### src/rtl/dma_tlp_scheduler.sv
// Posted-write sequencer: streams fixed-size MWr TLPs from the ADC FIFO into a host ring
// buffer, raises half-buffer interrupts and limits DMA bursts while PIO completions wait.
module dma_tlp_scheduler #(
    parameter int TLP_DW     = 32,
    parameter int MAX_BURST  = 4,
    parameter int FIFO_CNT_W = 11
) (
    input  logic                  clk,
    input  logic                  rst_n,
    input  logic                  dma_enable_i,
    input  logic                  cfg_bus_mstr_enable_i,
    input  logic [29:0]           buf_base_i,
    input  logic [15:0]           buf_tlps_i,
    input  logic [FIFO_CNT_W-1:0] fifo_count_i,
    input  logic                  req_compl_i,
    input  logic                  dma_rd_en_i,
    input  logic                  compl_done_i,
    output logic                  dma_start_o,
    output logic [29:0]           dma_addr_o,
    output logic                  half_irq_o,
    output logic                  half_sel_o,
    output logic [15:0]           wr_ptr_o,
    output logic [31:0]           tlp_count_o,
    output logic                  busy_o
);
    localparam int SHIFT = $clog2(TLP_DW);
    localparam int BW    = $clog2(MAX_BURST + 1);
    localparam logic [BW-1:0]         BURST_MAX = BW'(MAX_BURST);
    localparam logic [FIFO_CNT_W-1:0] FIFO_NEED = FIFO_CNT_W'(TLP_DW);

    typedef enum logic [1:0] {
        ST_IDLE   = 2'd0,
        ST_ISSUE  = 2'd1,
        ST_DATA   = 2'd2,
        ST_UPDATE = 2'd3
    } state_t;

    state_t           state_q, state_d;
    logic             en_q;
    logic [29:0]      base_q, base_d;
    logic [15:0]      tlps_q, tlps_d;
    logic [15:0]      ptr_q, ptr_d;
    logic [BW-1:0]    burst_q, burst_d;
    logic             start_q, start_d;
    logic [29:0]      addr_q, addr_d;
    logic             irq_q, irq_d;
    logic             sel_q, sel_d;
    logic [31:0]      count_q, count_d;
    logic             busy_q, busy_d;

    logic             capture_s;
    logic [29:0]      base_eff_s;
    logic [15:0]      tlps_eff_s;
    logic [15:0]      ptr_eff_s;
    logic [BW-1:0]    burst_eff_s;
    logic             go_s;
    logic             slot_lo_s;
    logic             slot_hi_s;

    function automatic logic [15:0] ring_next(input logic [15:0] ptr, input logic [15:0] len);
        logic [15:0] nxt;
        if (ptr == (len - 16'd1)) begin
            nxt = 16'd0;
        end else begin
            nxt = ptr + 16'd1;
        end
        return nxt;
    endfunction

    // A run-bit rising edge takes a fresh ring configuration; the *_eff values let an
    // issue in that same cycle already use it.
    assign capture_s   = dma_enable_i & ~en_q;
    assign base_eff_s  = capture_s ? buf_base_i : base_q;
    assign tlps_eff_s  = capture_s ? buf_tlps_i : tlps_q;
    assign ptr_eff_s   = capture_s ? 16'd0 : ptr_q;
    assign burst_eff_s = capture_s ? {BW{1'b0}} : burst_q;
    assign go_s        = dma_enable_i & cfg_bus_mstr_enable_i & (fifo_count_i >= FIFO_NEED)
                         & ~((burst_eff_s == BURST_MAX) & req_compl_i);
    assign slot_lo_s   = (ptr_q == ((tlps_q >> 1) - 16'd1));
    assign slot_hi_s   = (ptr_q == (tlps_q - 16'd1));

    // Next-state and registered-output logic of the TLP sequencer.
    always_comb begin
        state_d = state_q;
        base_d  = base_eff_s;
        tlps_d  = tlps_eff_s;
        ptr_d   = ptr_eff_s;
        burst_d = burst_eff_s;
        start_d = start_q;
        addr_d  = addr_q;
        irq_d   = 1'b0;
        sel_d   = sel_q;
        count_d = count_q;
        case (state_q)
            ST_IDLE: begin
                if (!req_compl_i) begin
                    burst_d = {BW{1'b0}};
                end else begin
                    burst_d = burst_eff_s;
                end
                if (go_s) begin
                    state_d = ST_ISSUE;
                    start_d = 1'b1;
                    addr_d  = base_eff_s + (30'(ptr_eff_s) << SHIFT);
                end else begin
                    start_d = 1'b0;
                end
            end
            ST_ISSUE: begin
                // End-of-TLP pulses here belong to PIO completions.
                if (compl_done_i) begin
                    burst_d = {BW{1'b0}};
                end else begin
                    burst_d = burst_eff_s;
                end
                if (dma_rd_en_i) begin
                    state_d = ST_DATA;
                    start_d = 1'b0;
                end else begin
                    start_d = 1'b1;
                end
            end
            ST_DATA: begin
                if (compl_done_i) begin
                    state_d = ST_UPDATE;
                end else begin
                    state_d = ST_DATA;
                end
            end
            ST_UPDATE: begin
                state_d = ST_IDLE;
                count_d = count_q + 32'd1;
                if (!capture_s) begin
                    ptr_d   = ring_next(ptr_q, tlps_q);
                    burst_d = (burst_q == BURST_MAX) ? burst_q : burst_q + BW'(1);
                end else begin
                    ptr_d   = 16'd0;
                    burst_d = {BW{1'b0}};
                end
                if (slot_hi_s) begin
                    irq_d = 1'b1;
                    sel_d = 1'b1;
                end else if (slot_lo_s) begin
                    irq_d = 1'b1;
                    sel_d = 1'b0;
                end else begin
                    irq_d = 1'b0;
                end
            end
            default: begin
                state_d = ST_IDLE;
                start_d = 1'b0;
            end
        endcase
        busy_d = (state_d != ST_IDLE);
    end

    // State and output registers.
    always_ff @(posedge clk or negedge rst_n) begin
        if (!rst_n) begin
            state_q <= ST_IDLE;
            en_q    <= 1'b0;
            base_q  <= 30'd0;
            tlps_q  <= 16'd0;
            ptr_q   <= 16'd0;
            burst_q <= {BW{1'b0}};
            start_q <= 1'b0;
            addr_q  <= 30'd0;
            irq_q   <= 1'b0;
            sel_q   <= 1'b0;
            count_q <= 32'd0;
            busy_q  <= 1'b0;
        end else begin
            state_q <= state_d;
            en_q    <= dma_enable_i;
            base_q  <= base_d;
            tlps_q  <= tlps_d;
            ptr_q   <= ptr_d;
            burst_q <= burst_d;
            start_q <= start_d;
            addr_q  <= addr_d;
            irq_q   <= irq_d;
            sel_q   <= sel_d;
            count_q <= count_d;
            busy_q  <= busy_d;
        end
    end

    assign dma_start_o = start_q;
    assign dma_addr_o  = addr_q;
    assign half_irq_o  = irq_q;
    assign half_sel_o  = sel_q;
    assign wr_ptr_o    = ptr_q;
    assign tlp_count_o = count_q;
    assign busy_o      = busy_q;

endmodule

### config.mk
export PLATFORM = sky130hd
export DESIGN_NAME = dma_tlp_scheduler
export DESIGN_NICKNAME = d
export VERILOG_FILES = /design/src/rtl/dma_tlp_scheduler.sv
export SDC_FILE = /design/constraint.sdc
export NUM_CORES = 1
export LEC_CHECK = 0
export ABC_AREA = 1
export BUFFER_PORTS_ARGS = -buffer_cell sky130_fd_sc_hd__buf_2
export CAP_MARGIN = 20
export CORE_UTILIZATION = 25
export CTS_BUF_LIST = sky130_fd_sc_hd__clkbuf_2
export DETAILED_ROUTE_END_ITERATION = 16
export GPL_TIMING_DRIVEN = 1
export SYNTH_ARGS = -nofsm -noshare
export SYNTH_HDL_FRONTEND = slang
export SYNTH_SLANG_ARGS = --single-unit
### constraint.sdc
create_clock -name clk -period 3.34 [get_ports clk]
set_input_delay 0.334 -clock clk [delete_from_list [all_inputs] [get_ports clk]]
set_output_delay 0.334 -clock clk [all_outputs]
set_load 0.02 [all_outputs]
### After elaboration in Yosys (flattened, before gate mapping)

Cells that the tools add are included.

| word-level totals | value |
|---|---|
| flip-flop bits (word level) | 134 |

| operators by class | value |
|---|---|
| bitwise gates (word level) | 7 |
| order comparisons | 1 |
| $add $sub $neg | 6 |
| reductions and logical operators | 6 |
| equal/unequal tests | 8 |
| mux-type cells | 23 |

Operators with widths:

| cell | number |
|---|---|
| 16-bit two-way mux | 4 |
| 32-bit by 1-bit adder with 32-bit output (second input constant) | 1 |
| 16-bit equality test | 2 |
| 30-bit by 21-bit adder with 30-bit output | 1 |
| 30-bit two-way mux | 1 |
| 16-bit by 1-bit adder with 16-bit output (second input constant) | 1 |
| 15-bit by 1-bit subtractor with 16-bit output (second input constant) | 1 |
| 16-bit by 1-bit subtractor with 16-bit output (second input constant) | 1 |
| 3-bit two-way mux | 5 |
| 11-bit by 6-bit >= comparator with 1-bit output (second input constant) | 1 |
| 3-bit one-hot mux with 3 select lines | 1 |
| 1-bit two-way mux | 8 |
| 2-bit one-hot mux with 4 select lines | 1 |
| 3-bit equality test (second input constant) | 2 |
| 2-bit nonzero test | 3 |
| 1-bit bitwise AND | 5 |
| 2-bit equality test (second input constant) | 2 |
| 2-bit two-way mux | 2 |
| 2-bit AND reduction | 2 |
| 3-bit by 1-bit adder with 3-bit output (second input constant) | 1 |
| 3-bit != test (second input constant) | 1 |
| 2-bit by 1-bit equality test with 1-bit output (second input constant) | 1 |
| 2-bit logical NOT | 1 |
| 1-bit NOT | 2 |
| 1-bit one-hot mux with 2 select lines | 1 |

### Depth between registers and ports, before layout

| logic depth | value |
|---|---|
| word-level depth | 10 |
| gate-level depth with buffers | 21 |
| gate-level depth less buffers | 19 |

### Worst setup path before layout

Ideal clock, no wire load.

| path | value |
|---|---|
| path kind | flip-flop to flip-flop |
| start point | register en_q |
| end point | register addr_q[23], in the netlist dma_addr_o[23] |
| setup time | 0.083 ns |
| path buffers | 3 |
| path slack | 0.633 ns |
| arrival time | 2.625 ns |
| cell stages (with the launch flop) | 20 |
| path through | dfrtp_1 > inv_1 > nand2_1 > buf_2 > clkbuf_1 > clkbuf_1 > nand2_1 > nand2_1 > ha_1 > fa_1 > nand3_1 > nand2_1 > nand3_1 > nand2_1 > nand2_1 > nand2_1 > nand2_1 > nand2_1 > xor2_1 > o21ai_0 |

| on the way | value |
|---|---|
| elaborated cells on any way between the ends | 11 |
| those cells by class | 1 x add/sub; 1 x eq/ne; 3 x mux; 5 x bitwise; 1 x reduce/logical |

RTL lines:

| item | RTL line | source |
|---|---|---|
| start: declaration | 39 | `logic en_q;` |
| start signal: assignment | 175 | `en_q <= dma_enable_i;` |
| 1-bit NOT | 72 | `assign capture_s = dma_enable_i & ~en_q;` |
| 1-bit bitwise AND | 72 |  |
| 30-bit two-way mux | 73 | `assign base_eff_s = capture_s ? buf_base_i : base_q;` |
| via base_d[5] | 40 | `logic [29:0] base_q, base_d;` |
| 30-bit by 21-bit adder with 30-bit output | 104 | `addr_d = base_eff_s + (30'(ptr_eff_s) << SHIFT);` |
| end signal: assignment | 181 | `addr_q <= addr_d;` |
| end: declaration | 45 | `logic [29:0] addr_q, addr_d;` |

The timed path passes the listed nets, and every way through them passes these cells.
A chain may end at the register's enable or synchronous reset.

### Worst setup path after layout

| path | value |
|---|---|
| start point | register en_q |
| end point | register addr_q[23], in the netlist dma_addr_o[23] |

| on the way | value |
|---|---|
| longest elaborated chain between the ends | 8 |
| elaborated cells on any way between the ends | 11 |
| those cells by class | 1 x add/sub; 1 x eq/ne; 3 x mux; 5 x bitwise; 1 x reduce/logical |

RTL lines:

| item | RTL line |
|---|---|
| 1-bit NOT (*) | 72 |
| 1-bit bitwise AND (*) | 72 |
| parallel branches: the longest is 6 deep, another holds 30-bit by 21-bit adder with 30-bit output | -- |

Mark *: on every way between the ends.

==> reports/results.ini <==
[run]
cap_viol_max_count = 0

[die]
initial_utilization = 0.255
ios = 146
fp-row-count = 65
placeableCoreArea_um2 = 31600
die_area_um2 = 33000
die_w_um = 182
fp.dieH_um = 182

[setup_path]
cp_slowest_cell = dfrtp_1
end_kind = register
crit_fanout = 33
cpMostUsedCell = nand2_1
cpPeakStageDelay_ps = 410
path_cells = inv_1 -> nand2_1 -> inv_2 -> buf_12 -> nor2_1 -> ha_1 -> a21oi_1 -> o21ai_0 -> a21oi_1 -> nand2_1 -> nand2_1 -> nand2_1 -> xor2_1 -> o21ai_0
worstSetupStartpointType = register
worstSetupPathType = register to register
crit_buf_inv = 3
cp_top_family = compound AO/OA/AOI/OAI gates
arrival_ps = 3380
critPathRequiredTime_ps = 4010

[global_routing]
antenna_found_initial = 2
grt_overflow = 0
grt_max_degree = 69
grtUsageTotal = 0.150
grt_pass1_vias = 7431
grt_pass1_wl_um = 39000

[detailed_routing]
wl_met1_um = 11400
post_drt_wl_per_cell_um = 14.1
first_pass_iters = 7
vias_per_cell = 4.47
via_count = 7600
drtIter0Drc = 504
wirelength_um = 23900
drcViolationCount = 0
highest_layer = met4
dr_wl_met3_um = 1380
ant_nets = 0
wl_met2_um = 10800

[yosys]
yosysSeqAreaShare = 0.415
async_flop_share = 1.00
yosys_warnings = 0
synth.distinct_cells = 42
syn_avg_cell_area_um2 = 7.39
mappedNetlistArea_um2 = 8080
synth-main-ff-cell = dfrtp_1
syn_inst = 1092
ys_ff_latch = 134
synth_edf_count = 0
synth_fp_nets = 1179

[status]
status = completed

[timing]
setup-tns-final_ps = 0
fin_crit_sh = 0.812
setup_violations = 0
slew_violations = 0
min_period_ps = 2710
hold_violations = 0
worstMarginPinSlew_ps = 666
rsz0062_at_grt = no
skew_ps = 49.8
maxSlewHeadroom = 0.556
fmax_mhz = 369

[power_and_ir_drop]
power_density_nw_per_um2 = 470
peakVddDrop_uv = 340
p_leak_nw = 5.32
netSwitchingFraction = 0.418
p_seq_frac = 0.457
p_comb_frac = 0.337
p_int_mw = 2.74
clkPwrFrac = 0.206
power_switching_mw = 1.97

[clock_network]
cts_tree = built
clockBufferDepth = 2
cts_hold_buf = 52
h-tree-depth = 4
cts_buffers = 17
clkTransAtPathRegs_ps = 240
cts_setup_buffers = 0
clk_latency_ps = 750
post_cts_resized = 0
cts.sinks = 134
clock-root-buffer = clkbuf_2

[finish]
final_cell_mix = nand2_1 (364), buf_2 (139), dfrtp_1 (134), nor2_1 (106), inv_1 (103)
nets = 1369
area_growth_syn_to_layout_pct = 24.0
fin_util = 0.317
drive_gt1_frac = 0.163
final_common_cell = nand2_1

[min_path]
hold_class = primary input to register

[placed_design]
hpwl_um = 17900
io_buffers = 140
place.gp.congestion = 0.906

[cell type report]
class	count	area, um2
repair buffers	205	1350
multi-input cells	816	4180
clock buffers	18	90.1
clock inverters	14	128
well taps	402	503
flip-flops and latches	134	3350
diodes	2	5.00
fillers	3422	21600
inverters	108	405
[cells by family after synthesis]
logic type / count (synthesis) / synth area share
AO/OA/AOI/OAI: 94 / 0.0624
buffers and inverters: 142 / 0.0671
adder cells (fa/ha/maj): 23 / 0.0366
XOR/XNOR: 88 / 0.0954
flip-flops: 134 / 0.415
AND/OR/NAND/NOR: 611 / 0.323
[worst register-to-register path, cell delays in order, from the launching register on]
cell     delay (ps)
dfrtp_1         410
inv_1            50
nand2_1          70
inv_2           220
buf_12          230
nor2_1          120
ha_1            360
a21oi_1         270
o21ai_0         160
a21oi_1         150
nand2_1         100
nand2_1          80
nand2_1         120
xor2_1          170
o21ai_0         140
[synth_stat cells (2+ instances only)]
| library cell | n | share of area |
|---|---|---|
| o21ai_1 | 3 | 0.0019 |
| xor2_1 | 57 | 0.062 |
| inv_2 | 4 | 0.0019 |
| nand2_1 | 364 | 0.17 |
| and3_1 | 2 | 0.0015 |
| and2_1 | 2 | 0.0015 |
| nor2_1 | 106 | 0.049 |
| or2_2 | 2 | 0.0015 |
| o21ai_0 | 47 | 0.029 |
| nand2_2 | 2 | 0.0015 |
| nand3_1 | 77 | 0.048 |
| nand2_4 | 2 | 0.0028 |
| nor2_2 | 6 | 0.0046 |
| buf_2 | 4 | 0.0025 |
| a31oi_1 | 10 | 0.0077 |
| nor3_1 | 15 | 0.0093 |
| ha_1 | 22 | 0.034 |
| inv_1 | 103 | 0.048 |
| a21oi_1 | 27 | 0.017 |
| nor4_1 | 6 | 0.0046 |
| nor3_2 | 2 | 0.0025 |
| a21o_1 | 2 | 0.0019 |
| xnor2_1 | 31 | 0.034 |
| clkbuf_1 | 28 | 0.013 |
| nand4_1 | 16 | 0.012 |
| nor2_4 | 3 | 0.0042 |
| dfrtp_1 | 134 | 0.42 |
[power by group through the flow]
stage	Sequential, mW	Combinational [mW]	Clock (mW)
after CTS	2.14	1.60	1.01
after detailed placement	2.17	1.54	0
final	2.15	1.59	0.971
after global placement	2.17	1.52	0
after global routing	2.19	1.78	1.08
after floorplan	2.39	0.748	0
[sequential cells by signal (all words and copies together), names as in the netlist]
name,count
tlp_count_o,32
base_q,30
dma_addr_o,30
tlps_q,16
wr_ptr_o,16
burst_q,3
state_q,2
busy_o,1
dma_start_o,1
en_q,1
half_irq_o,1
half_sel_o,1
[through the flow]
step	setup WS, ps	instances	power [mW]	area, um2	hold WS [ps]
after floorplan	633	1092	3.14	8080	38.4
after global placement	609	1613	3.69	9270	394
after detailed placement	587	1613	3.71	9270	400
after CTS	643	1697	4.76	10000	0.221
after global routing	344	1699	5.06	10000	9.84
final	629	1699	4.70	10000	62.5
[metal layers]
layer | up-vias | GRT usage
met1 | 3548 | 0.204
li1 | 3848 | -
met3 | 22 | 0.0365
met4 | 0 | 0.0366
met5 | - | 0
met2 | 182 | 0.238
[path summary, 6_finish.rpt]
| path | depth (start not counted) | slack (ps) | start | endpoint |
|---|---|---|---|---|
| setup / recovery | 14 | 630 | en_q$_DFF_PN0_ | dma_addr_o[23]$_DFFE_PN0P_ |
| hold / removal | 5 | 60 | cfg_bus_mstr_enable_i | dma_start_o$_DFFE_PN0P_ |
| setup reg to reg | 14 | 630 | en_q$_DFF_PN0_ | dma_addr_o[23]$_DFFE_PN0P_ |
| hold reg to reg | 1 | 500 | tlp_count_o[31]$_DFFE_PN0P_ | tlp_count_o[31]$_DFFE_PN0P_ |
| max in group asynchronous | 3 | 2340 | rst_n | base_q[29]$_DFF_PN0_ |
| min in group asynchronous | 2 | 150 | rst_n | dma_start_o$_DFFE_PN0P_ |
Power figures use the tool's default switching activity.
